`config.mk`:
```
export PLATFORM = sky130hd
export DESIGN_NAME = fp_normalise_round_flat
export DESIGN_NICKNAME = d
export VERILOG_FILES = /design/src/rtl/fp_pkg.sv /design/src/rtl/fp_normalise_round_if.sv /design/src/rtl/fp_normalise_round_round.sv /design/src/rtl/fp_normalise_round.sv /design/src/flat_wrapper.sv
export SDC_FILE = /design/constraint.sdc
export NUM_CORES = 1
export LEC_CHECK = 0
export CAP_MARGIN = 5
export CORE_ASPECT_RATIO = 0.6
export CORE_MARGIN = 8
export CORE_UTILIZATION = 53
export CTS_CLUSTER_SIZE = 24
export DETAILED_ROUTE_END_ITERATION = 12
export GPL_ROUTABILITY_DRIVEN = 0
export PLACE_DENSITY = 0.79
export SLEW_MARGIN = 20
export SYNTH_ARGS = -nofsm -noshare
export SYNTH_HDL_FRONTEND = slang
export SYNTH_SLANG_ARGS = --single-unit
```
`constraint.sdc`:
```
create_clock -name clk -period 3.6 [get_ports clk]
set_input_delay 0.36 -clock clk [delete_from_list [all_inputs] [get_ports clk]]
set_output_delay 0.36 -clock clk [all_outputs]
set_load 0.005 [all_outputs]
```
`src/rtl/fp_pkg.sv`:
```
// Shared widths, FSM states and flag bit positions for the normalise/round/pack stage.
package fp_pkg;
  localparam int EXP_BIAS = 127;
  localparam int EXP_MAX  = 255;
  localparam int MANT_W   = 23;
  localparam int FRAC_W   = 32;
  localparam int EXP_W    = 10;

  localparam int FLG_OVF     = 3;
  localparam int FLG_UNF     = 2;
  localparam int FLG_ZERO    = 1;
  localparam int FLG_INEXACT = 0;

  typedef enum logic [1:0] {
    ST_IDLE  = 2'd0,
    ST_SHIFT = 2'd1,
    ST_ROUND = 2'd2,
    ST_OUT   = 2'd3
  } norm_state_t;
endpackage

```
`src/rtl/fp_normalise_round_if.sv`:
```
// Upstream (raw adder result) and downstream (packed word) handshakes of the stage.
interface fp_normalise_round_if;
  import fp_pkg::*;

  logic              in_valid;
  logic              in_ready;
  logic              in_sign;
  logic [7:0]        in_exp;
  logic [FRAC_W-1:0] in_frac;
  logic              out_valid;
  logic              out_ready;
  logic [31:0]       out_result;
  logic [3:0]        out_flags;

  modport master (
    output in_valid, in_sign, in_exp, in_frac, out_ready,
    input  in_ready, out_valid, out_result, out_flags
  );
  modport slave (
    input  in_valid, in_sign, in_exp, in_frac, out_ready,
    output in_ready, out_valid, out_result, out_flags
  );
endinterface

```
`src/rtl/fp_normalise_round_round.sv`:
```
// Mantissa rounder: round-to-nearest-even when FP_NORM_ROUND_RNE_EN is defined,
// otherwise plain truncation with no carry path.
module fp_round_rne
  import fp_pkg::*;
(
  input  logic [MANT_W:0] mant_i,
  input  logic            guard_i,
  input  logic            sticky_i,
  output logic [MANT_W:0] mant_o,
  output logic            carry_o
);
`ifdef FP_NORM_ROUND_RNE_EN
  logic [MANT_W+1:0] sum;
  logic              rnd_up;

  assign rnd_up  = guard_i & (sticky_i | mant_i[0]);
  assign sum     = {1'b0, mant_i} + {{(MANT_W+1){1'b0}}, rnd_up};
  assign mant_o  = sum[MANT_W:0];
  assign carry_o = sum[MANT_W+1];
`else
  logic unused_gs;

  assign unused_gs = guard_i ^ sticky_i;
  assign mant_o    = mant_i;
  assign carry_o   = 1'b0;
`endif
endmodule

```
`src/rtl/fp_normalise_round.sv`:
```
// Bit-serial normalise, round and pack of the FP adder result into IEEE-754 single.
// Rounding mode is selected by FP_NORM_ROUND_RNE_EN (see fp_round_rne).
module fp_normalise_round
  import fp_pkg::*;
(
  input logic clk,
  input logic rst_n,
  fp_normalise_round_if.slave bus
);
  localparam logic signed [EXP_W-1:0] EXP_OVF = EXP_W'(EXP_MAX);

  norm_state_t              state_q;
  logic                     sign_q;
  logic signed [EXP_W-1:0]  exp_q;
  logic [FRAC_W-1:0]        frac_q;
  logic                     guard_q, sticky_q;
  logic [31:0]              result_q, result_d;
  logic [3:0]               flags_q, flags_d;
  logic                     out_valid_q, in_ready_q;

  logic [MANT_W:0]          rnd_mant;
  logic                     rnd_carry;
  logic signed [EXP_W-1:0]  exp_r;
  logic [MANT_W-1:0]        mant_r;

  fp_round_rne u_round (
    .mant_i   (frac_q[MANT_W:0]),
    .guard_i  (guard_q),
    .sticky_i (sticky_q),
    .mant_o   (rnd_mant),
    .carry_o  (rnd_carry)
  );

  // A rounding carry renormalises by one right shift in the same cycle.
  always_comb begin
    exp_r    = exp_q + EXP_W'(rnd_carry);
    mant_r   = rnd_carry ? rnd_mant[MANT_W:1] : rnd_mant[MANT_W-1:0];
    flags_d  = '0;
    flags_d[FLG_INEXACT] = guard_q | sticky_q;
    result_d = {sign_q, exp_r[7:0], mant_r};
    if (!exp_r[EXP_W-1] && exp_r >= EXP_OVF) begin
      result_d = {sign_q, 8'hFF, 23'd0};
      flags_d[FLG_OVF] = 1'b1;
    end else if (exp_r[EXP_W-1] || exp_r == '0) begin
      result_d = {sign_q, 31'd0};
      flags_d[FLG_UNF]  = 1'b1;
      flags_d[FLG_ZERO] = 1'b1;
    end
  end

  always_ff @(posedge clk or negedge rst_n) begin
    if (!rst_n) begin
      state_q     <= ST_IDLE;
      sign_q      <= 1'b0;
      exp_q       <= '0;
      frac_q      <= '0;
      guard_q     <= 1'b0;
      sticky_q    <= 1'b0;
      result_q    <= '0;
      flags_q     <= '0;
      out_valid_q <= 1'b0;
      in_ready_q  <= 1'b1;
    end else begin
      unique case (state_q)
        ST_IDLE: if (bus.in_valid) begin
          sign_q     <= bus.in_sign;
          exp_q      <= {2'b00, bus.in_exp};
          frac_q     <= bus.in_frac;
          guard_q    <= 1'b0;
          sticky_q   <= 1'b0;
          in_ready_q <= 1'b0;
          state_q    <= ST_SHIFT;
        end
        ST_SHIFT: begin
          if (frac_q == '0) begin
            result_q    <= '0;
            flags_q     <= 4'b0001 << FLG_ZERO;
            out_valid_q <= 1'b1;
            state_q     <= ST_OUT;
          end else if (|frac_q[FRAC_W-1:MANT_W+1]) begin
            frac_q   <= frac_q >> 1;
            exp_q    <= exp_q + 10'sd1;
            guard_q  <= frac_q[0];
            sticky_q <= sticky_q | guard_q;
          end else if (!frac_q[MANT_W]) begin
            frac_q <= frac_q << 1;
            exp_q  <= exp_q - 10'sd1;
          end else begin
            state_q <= ST_ROUND;
          end
        end
        ST_ROUND: begin
          result_q    <= result_d;
          flags_q     <= flags_d;
          out_valid_q <= 1'b1;
          state_q     <= ST_OUT;
        end
        ST_OUT: if (bus.out_ready) begin
          out_valid_q <= 1'b0;
          in_ready_q  <= 1'b1;
          state_q     <= ST_IDLE;
        end
        default: state_q <= ST_IDLE;
      endcase
    end
  end

  assign bus.in_ready   = in_ready_q;
  assign bus.out_valid  = out_valid_q;
  assign bus.out_result = result_q;
  assign bus.out_flags  = flags_q;
endmodule

```
`src/flat_wrapper.sv`:
```
// flat-port wrapper written by rule: the top's interface ports become plain ports
module fp_normalise_round_flat import fp_pkg::*;
  (clk, rst_n, bus_in_valid, bus_in_sign, bus_in_exp, bus_in_frac, bus_out_ready, bus_in_ready, bus_out_valid, bus_out_result, bus_out_flags);
  fp_normalise_round_if bus_i ();
  input logic clk;
  input logic rst_n;
  input wire logic [$bits(bus_i.in_valid)-1:0] bus_in_valid;
  input wire logic [$bits(bus_i.in_sign)-1:0] bus_in_sign;
  input wire logic [$bits(bus_i.in_exp)-1:0] bus_in_exp;
  input wire logic [$bits(bus_i.in_frac)-1:0] bus_in_frac;
  input wire logic [$bits(bus_i.out_ready)-1:0] bus_out_ready;
  output wire logic [$bits(bus_i.in_ready)-1:0] bus_in_ready;
  output wire logic [$bits(bus_i.out_valid)-1:0] bus_out_valid;
  output wire logic [$bits(bus_i.out_result)-1:0] bus_out_result;
  output wire logic [$bits(bus_i.out_flags)-1:0] bus_out_flags;
  assign bus_i.in_valid = bus_in_valid;
  assign bus_i.in_sign = bus_in_sign;
  assign bus_i.in_exp = bus_in_exp;
  assign bus_i.in_frac = bus_in_frac;
  assign bus_i.out_ready = bus_out_ready;
  assign bus_in_ready = bus_i.in_ready;
  assign bus_out_valid = bus_i.out_valid;
  assign bus_out_result = bus_i.out_result;
  assign bus_out_flags = bus_i.out_flags;
  fp_normalise_round u_core (.clk(clk), .rst_n(rst_n), .bus(bus_i));
endmodule
```
Word-level counts from Yosys, hierarchy flattened
Cells that the tools add are included.

storage, ports and cells
  bits in registers = 85
  bits of input ports = 45
  output and inout bits = 38
  logic and storage cells = 82

operators by class
  $add $sub $neg = 2
  $lt $le $gt $ge = 1
  equality and inequality tests = 11
  multiplexer cells = 37
  bitwise operators = 1
  reductions and logical operators = 19

operators with widths
  kind                     number
  $mux W32                 5
  $pmux W32 S2             2
  $mux W31                 2
  $mux W10                 4
  $logic_not A32 Y1        1
  $pmux W10 S2             1
  $mux W2                  7
  $reduce_and A4 Y1        3
  $add A10 B2 Y10 const B  1
  $ge A10 B9 Y1 const B    1
  $logic_not A10 Y1        1
  $sub A10 B2 Y10 const B  1
  $mux W1                  9
  $reduce_and A3 Y1        3
  $pmux W2 S4              1
  $pmux W4 S2              1
  $reduce_or A8 Y1         1
  $ne A2 B2 Y1 const B     3
  $pmux W1 S2              3
  $reduce_bool A2 Y1       3
  $eq A2 B2 Y1 const B     2
  $mux W4                  1
  $ne A2 B1 Y1 const B     2
  $reduce_and A2 Y1        2
  other kinds (11)         11

Depth between registers and ports, before layout
Gate-level depths: netlist of run 1.

  depth after elaboration = 5
  gate-level depth with buffers = 10

Cells and area by module
Synthesis of run 1 repeated with hierarchy kept, for this count alone.

unflattened totals
  cells, all modules = 577
  area, all modules = 5175.0 µm²

by module, submodules not included
  module              instances  cells an instance  area an instance (µm²)
  fp_normalise_round  1          551                4983.5
  fp_round_rne        1          26                 191.4

Worst setup path after synthesis of run 1
OpenSTA, ideal clock, no wires.

  path type = flip-flop to flip-flop
  from = register u_core.frac_q[25]
  to = register u_core.exp_q[8]
  arrival time = 2625 ps
  required time = 3476 ps
  setup slack = 851 ps
  cell stages (with the launch flop) = 11
  path buffers = 2
  clock period less this slack = 2749 ps
  cells stage by stage = dfrtp_1 > nor4_2 > nand2_2 > clkbuf_1 > buf_1 > xnor2_1 > ha_1 > nor4_2 > a32oi_1 > and3_1 > a211o_1

on the way
  longest elaborated chain between the ends = 4

ends and longest elaborated chain
  element                   RTL line                  source
  start: declaration        fp_normalise_round.sv:15  logic [FRAC_W-1:0] frac_q;
  start signal: assignment  fp_normalise_round.sv:68  frac_q <= bus.in_frac;
  start signal: assignment  fp_normalise_round.sv:81  frac_q <= frac_q >> 1;
  start signal: assignment  fp_normalise_round.sv:86  frac_q <= frac_q << 1;
  $reduce_or A8 Y1          fp_normalise_round.sv:80  end else if (|frac_q[FRAC_W-1:MANT_W+1]) begin
  $mux W10                  fp_normalise_round.sv:80
  $mux W10                  fp_normalise_round.sv:75  if (frac_q == '0) begin
  $pmux W10 S2              fp_normalise_round.sv:64  unique case (state_q)
  end signal: assignment    fp_normalise_round.sv:67  exp_q <= {2'b00, bus.in_exp};
  end signal: assignment    fp_normalise_round.sv:82  exp_q <= exp_q + 10'sd1;
  end signal: assignment    fp_normalise_round.sv:87  exp_q <= exp_q - 10'sd1;
  end: declaration          fp_normalise_round.sv:14  logic signed [EXP_W-1:0] exp_q;

Parallel ways exist; a longest one is shown, timed or not. The select of a mux whose other input is x is not followed.
A chain may end at the register's enable or synchronous reset.

Worst setup path in the final report of run 1
  from = register u_core.frac_q[29]
  to = register u_core.exp_q[8]

The elaborated chain is that of the path after synthesis.

==> results.py, run 1 <==
metrics = {
    "sta": {
        "finalSetupViolations": 0,
        "maxSlewHeadroom": 0.4594,
        "final.period_utilization": 0.7900,
        "rsz0062_at_grt": "no",
        "slew_violations": 0,
        "finalWorstSetupSlack_ps": 755.9,
        "hold_viol_final": 0,
        "worst_clock_skew_ps": 4.476,
        "min_period_ps": 2844,
        "worstMarginPinSlew_ps": 810.9,
        "hold_slack_ps": 31.79,
        "max_freq_mhz": 351.6,
        "fin_tns_setup_ps": 0,
    },
    "global_routing": {
        "grt_usage": 0.2150,
        "grt_overflow": 0,
        "grt_pass1_wl_um": 20240,
        "grt_pass1_vias": 3849,
        "grt_max_degree": 86,
        "antenna_found_initial": 0,
    },
    "power": {
        "p_comb_frac": 0.473,
        "clock_power_share": 0.165,
        "seq_power_share": 0.362,
        "p_leak_nw": 2.360,
        "sw_frac_of_total": 0.4005,
        "switching_power_mw": 2.175,
        "p_int_mw": 3.256,
        "p_per_area_nw_per_um2": 945.4,
        "power.total_mw": 5.431,
        "vdd_drop_max_mv": 0.5425,
    },
    "finish": {
        "final_nets": 560,
        "syn2layout_area_growth_pct": 24.96,
        "num_antenna_cells": 0,
        "seq_area_um2": 2128,
        "multiInputGateArea_um2": 2260,
        "final_area_um2": 5744,
        "nFillCells": 657,
        "drive_gt1_frac": 0.1770,
        "layout.cells.non_filler": 626,
        "post-route-util": 0.6791,
    },
    "synthesis": {
        "yosys-top-cells-area": "dfrtp_1, mux2_2, a31oi_1",
        "synth_compound_area_frac": 0.2017,
        "synth_mux_area_frac": 0.1078,
        "ys_async_sr_fraction": 1.000,
        "synth_top_family_by_area": "compound AO/OA/AOI/OAI gates",
        "yosys_register_bits": 85,
        "synth_top_area_share": 0.4573,
        "syn_area_um2": 4597,
        "synth_edf_count": 0,
        "syn_inst": 439,
        "synth.distinct_cells": 69,
        "synth_ff_type": "dfrtp_1",
        "synthAdderAreaFrac": 0.01633,
        "synth-simple-area-share": 0.1614,
        "synth_xor_xnor_area_share": 0.001905,
        "synth_nets": 490,
        "ys_warn_count": 0,
        "synth.most_common_cell": "dfrtp_1",
        "yosysTopAreaCell": "dfrtp_1",
        "synth-seq-area-share": 0.4630,
        "syn_avg_cell_area_um2": 10.47,
        "synth_common_cells": "dfrtp_1, nor2_1, mux2_2, nand2_1, a31oi_1",
    },
    "critical_path": {
        "worstPathMaxFanout": 17,
        "startpoint_type": "flip-flop",
        "worst-setup-path-type": "reg -> reg",
        "cp.arrival_ps": 3080,
        "required_ps": 3840,
        "cp-end-kind": "flip-flop",
    },
    "min_path": {
        "hp-class": "in -> async",
    },
    "floorplan": {
        "row_count": 26,
        "io_pins": 83,
        "core_um2": 8458,
        "die_y_um": 88.14,
        "die_area_um2": 12010,
        "fp.dieW_um": 136.2,
        "start_util": 0.5435,
    },
    "detailed_routing": {
        "via_count": 3963,
        "drtAntennaViolNets": 0,
        "wirelength_um": 12830,
        "initialDrtViolationCount": 481,
        "drt_pre_antenna_iters": 5,
        "drc": 0,
        "wl_per_cell_um": 20.50,
        "avgViaCountPerCell": 6.331,
    },
    "job": {
        "max_cap_viol_count": 0,
    },
    "clocking": {
        "insertion_delay_ps": 350,
        "cts_made_buffers": 9,
        "cts_setup_buffers": 0,
        "cts_root_buffer": "clkbuf_16",
        "cts_tree": "yes",
        "clkTransAtPathRegs_ps": 70,
        "hold_buffers": 0,
        "cts_max_level": 3,
        "clock-sinks": 85,
        "cts_resized": 0,
        "cts.path.max_buffers": 2,
    },
    "place": {
        "portBuffers": 82,
        "dp_hpwl_um": 9047,
        "post_dp_cell_area_um2": 5455,
        "placedCellCount": 610,
        "pre_cts_ws_ps": 744.3,
    },
    "outcome": {
        "status": "finished clean",
    },
}
[registers in the layout (all words and copies together) (netlist names)]
name / flops
u_core.bus.in_ready: 1
u_core.bus.out_flags: 4
u_core.bus.out_result: 32
u_core.bus.out_valid: 1
u_core.exp_q: 10
u_core.frac_q: 32
u_core.guard_q: 1
u_core.sign_q: 1
u_core.state_q: 2
u_core.sticky_q: 1
[routing by layer]
metal / routed length (µm) / vias to the layer above / GRT usage
met3: 1074 / 9 / 0.06529
met1: 6132 / 1984 / 0.3099
met5: 0 / - / 0
li1: - / 1787 / -
met2: 5505 / 183 / 0.3014
met4: 118 / 0 / 0.06343
[path summary, 6_finish.rpt]
kind	depth (start not counted)	slack [ps]	to	startpoint
worst min register to register	1	490	u_core.bus.out_result[31]	u_core.sign_q
worst min-delay path	1	30	u_core.bus.out_valid	rst_n
min in group clk	1	490	u_core.bus.out_result[31]	u_core.sign_q
max in group asynchronous	1	2980	u_core.bus.out_result[16]	rst_n
worst max-delay path	8	760	u_core.exp_q[8]	u_core.frac_q[29]
worst max register to register	8	760	u_core.exp_q[8]	u_core.frac_q[29]
[layout make-up]
cell class / count / share of cell area
clock buffers: 9 / 0.03921
clock inverters: 7 / 0.01046
inverters: 11 / 0.007188
multi-input cells: 311 / 0.3934
flip-flops and latches: 85 / 0.3705
well taps: 112 / 0.02440
repair buffers: 91 / 0.1549
[worst max-delay path: stages, from the launching register on]
cell and delay (ps):
dfrtp_1 420, nor4_2 480, nand2_2 350, xnor2_1 220, ha_1 270, nor4_2 430
a32oi_1 130, and3_1 210, a211o_1 220
[cells by family after synthesis]
kind of cell	Yosys count
AOI/OAI and AO/OA	118
xor gates and xnor gates	1
adders and majority gates	6
buffers and inverters	43
DFF	85
muxes	44
and+or+nand+nor	142
[cell usage in the layout, fill, tap and decap left out, drive strengths merged, types with 3 or more instances in the layout]
master and count:
dfrtp 84, clkdlybuf4s50 81, nor2 43, mux2 41
nand2 31, a31oi 28, nand3 26, a22o 25
o2bb2ai 12, a21oi 12, inv 12, buf 10
nor4 10, clkbuf 9, nor2b 8, ha 6
o21ai 5, and4 5, nor3 5, and3 4
o32a 4, or4 3, o31ai 3, clkinvlp 3
mux2i 3, clkinv 3
[power groups by stage]
stage	clock, mW	combinational (mW)	sequential, mW
after floorplan	0	1.78	1.81
after global placement	0	2.47	1.92
after detailed placement	0	2.56	1.96
after CTS	0.908	2.58	1.94
after global routing	0.944	2.79	2.03
final	0.897	2.57	1.96
Note: power is estimated with default switching activity, not from simulation.
==> run 2: changes to the inputs <==
- CORE_UTILIZATION: 53 -> 48
- PLACE_DENSITY: 0.79 -> 0.76
- clock period: 3.6 -> 2.6 ns (I/O delays scaled with it)
==> run 2 against run 1 <==
  * Setup slack worse by 580 ps
  * Largest power group unchanged
  * Cell area is 3.2% higher
  * Sequential cell count stayed put
  * First-iteration DRC count is 26% lower
  * Critical path type unchanged
  * Total power is 43% higher
==> results.py, run 2 (synthesis results as in run 1) <==
metrics = {
    "outcome": {
        "status": "finished clean",
    },
    "clocking": {
        "cts_tree": "yes",
        "cts_max_level": 3,
        "cts_made_buffers": 9,
        "cts.path.max_buffers": 2,
        "insertion_delay_ps": 350,
        "clock-sinks": 85,
        "cts_setup_buffers": 0,
        "clkTransAtPathRegs_ps": 60,
        "cts_root_buffer": "clkbuf_16",
    },
    "detailed_routing": {
        "avgViaCountPerCell": 6.017,
        "initialDrtViolationCount": 357,
        "drc": 0,
        "wirelength_um": 12840,
        "wl_per_cell_um": 19.63,
        "drtAntennaViolNets": 0,
        "drt_pre_antenna_iters": 5,
        "via_count": 3935,
    },
    "critical_path": {
        "cp-end-kind": "flip-flop",
        "startpoint_type": "flip-flop",
        "worst-setup-path-type": "reg -> reg",
        "cp.arrival_ps": 2660,
        "required_ps": 2830,
        "worstPathMaxFanout": 5,
    },
    "sta": {
        "final.period_utilization": 0.9335,
        "hold_slack_ps": 448.7,
        "hold_viol_final": 0,
        "worstMarginPinSlew_ps": 579.9,
        "slew_violations": 0,
        "finalSetupViolations": 0,
        "min_period_ps": 2427,
        "rsz0062_at_grt": "no",
        "worst_clock_skew_ps": 6.611,
        "maxSlewHeadroom": 0.6134,
        "fin_tns_setup_ps": 0,
        "max_freq_mhz": 412.0,
    },
    "power": {
        "p_per_area_nw_per_um2": 1313,
        "p_comb_frac": 0.482,
        "seq_power_share": 0.350,
        "p_leak_nw": 2.439,
        "p_int_mw": 4.758,
        "switching_power_mw": 3.026,
        "clock_power_share": 0.168,
        "sw_frac_of_total": 0.3887,
        "vdd_drop_max_mv": 0.5946,
    },
    "floorplan": {
        "die_y_um": 91.81,
        "core_um2": 9256,
        "io_pins": 83,
        "start_util": 0.4966,
        "row_count": 27,
        "fp.dieW_um": 142.3,
        "die_area_um2": 13070,
    },
    "place": {
        "portBuffers": 82,
        "post_dp_cell_area_um2": 5609,
        "dp_hpwl_um": 9204,
    },
    "finish": {
        "nFillCells": 729,
        "final_nets": 570,
        "post-route-util": 0.6404,
        "num_antenna_cells": 0,
        "final_cell_mix": "dfrtp_1, clkdlybuf4s50_1, nor2_1",
        "final_area_um2": 5928,
        "syn2layout_area_growth_pct": 28.96,
        "final_common_cell": "dfrtp_1",
        "drive_gt1_frac": 0.1908,
    },
    "global_routing": {
        "grt_pass1_vias": 3890,
        "grt_max_degree": 75,
        "grt_usage": 0.2017,
        "grt_overflow": 0,
        "grt_pass1_wl_um": 21000,
        "antenna_found_initial": 0,
    },
    "min_path": {
        "hp-class": "in -> async",
    },
    "job": {
        "max_cap_viol_count": 0,
    },
}
==> run 2: changes by cell type in the layout (fill, tap and decap cells not counted), sizes merged, moves of 2 or more <==
cell      previous run  this run
clkinvlp             3         1
buf                 10        19
inv                 12        10
clkbuf               9        11
==> run 2: worst max-delay path, cell delays in order (launching register included) <==
cell and delay (ps):
dfrtp_1 440, nor4_4 390, nand2_2 110, xnor2_1 140, ha_1 300, nor4_4 360
a32oi_1 130, and3_1 220, a211o_1 220
==> run 2: final cells by class <==
| cell class | count | area [µm²] | area share |
|---|---|---|---|
| multi-input combinational | 311 | 2292 | 0.3867 |
| sequential | 85 | 2128 | 0.3590 |
| timing repair buffer | 101 | 1001 | 0.1688 |
| clock buffer | 11 | 242.7 | 0.04095 |
| tap | 130 | 162.7 | 0.02744 |
| clock inverter | 5 | 60.06 | 0.01013 |
| inverter | 11 | 41.29 | 0.006965 |
==> run 2: metrics by stage <==
step | total power [mW] | instances | worst slack (ps)
floorplan | 5.012 | 439 | 31.40
global placement | 6.305 | 637 | 248.8
detailed placement | 6.453 | 637 | 117.2
CTS | 7.803 | 654 | 93.81
global route | 8.289 | 654 | 4.529
finish | 7.784 | 654 | 172.9
==> run 2: layer usage <==
layer,routed length (µm),vias up,GRT usage
met5,0,-,0
met4,133,0,0.04749
met3,1099,14,0.05898
met2,5318,178,0.2868
met1,6286,1926,0.2942
li1,-,1817,-
==> run 2: timing repair <==
item                       4_1_cts  5_1_grt
hold endpoints to repair        43        0
setup endpoints to repair        0       55
hold buffers                     1        0
gates resized for setup          0        1
==> run 2: worst paths after layout <==
check	startpoint	to	slack (ps)	depth (start not counted)
worst min-delay path	rst_n	u_core.sign_q	450	2
worst max-delay path	u_core.frac_q[24]	u_core.exp_q[8]	170	8
worst min register to register	u_core.bus.out_result[29]	u_core.bus.out_result[29]	490	1
worst max register to register	u_core.frac_q[24]	u_core.exp_q[8]	170	8
max in group asynchronous	rst_n	u_core.bus.in_ready	1350	3
min in group clk	u_core.bus.out_result[29]	u_core.bus.out_result[29]	490	1
==> run 2: power groups by stage <==
stage	sequential [mW]	combinational (mW)	clock [mW]
after floorplan	2.53	2.49	0
after global placement	2.69	3.61	0
after detailed placement	2.72	3.74	0
after CTS	2.70	3.76	1.34
after global routing	2.82	4.08	1.38
final	2.72	3.75	1.31
==> run 3: changes to the inputs <==
- CTS_CLUSTER_DIAMETER: unset -> 100
==> results of run 3 <==
Final layout, timing and power as in run 2 (identical DEF).
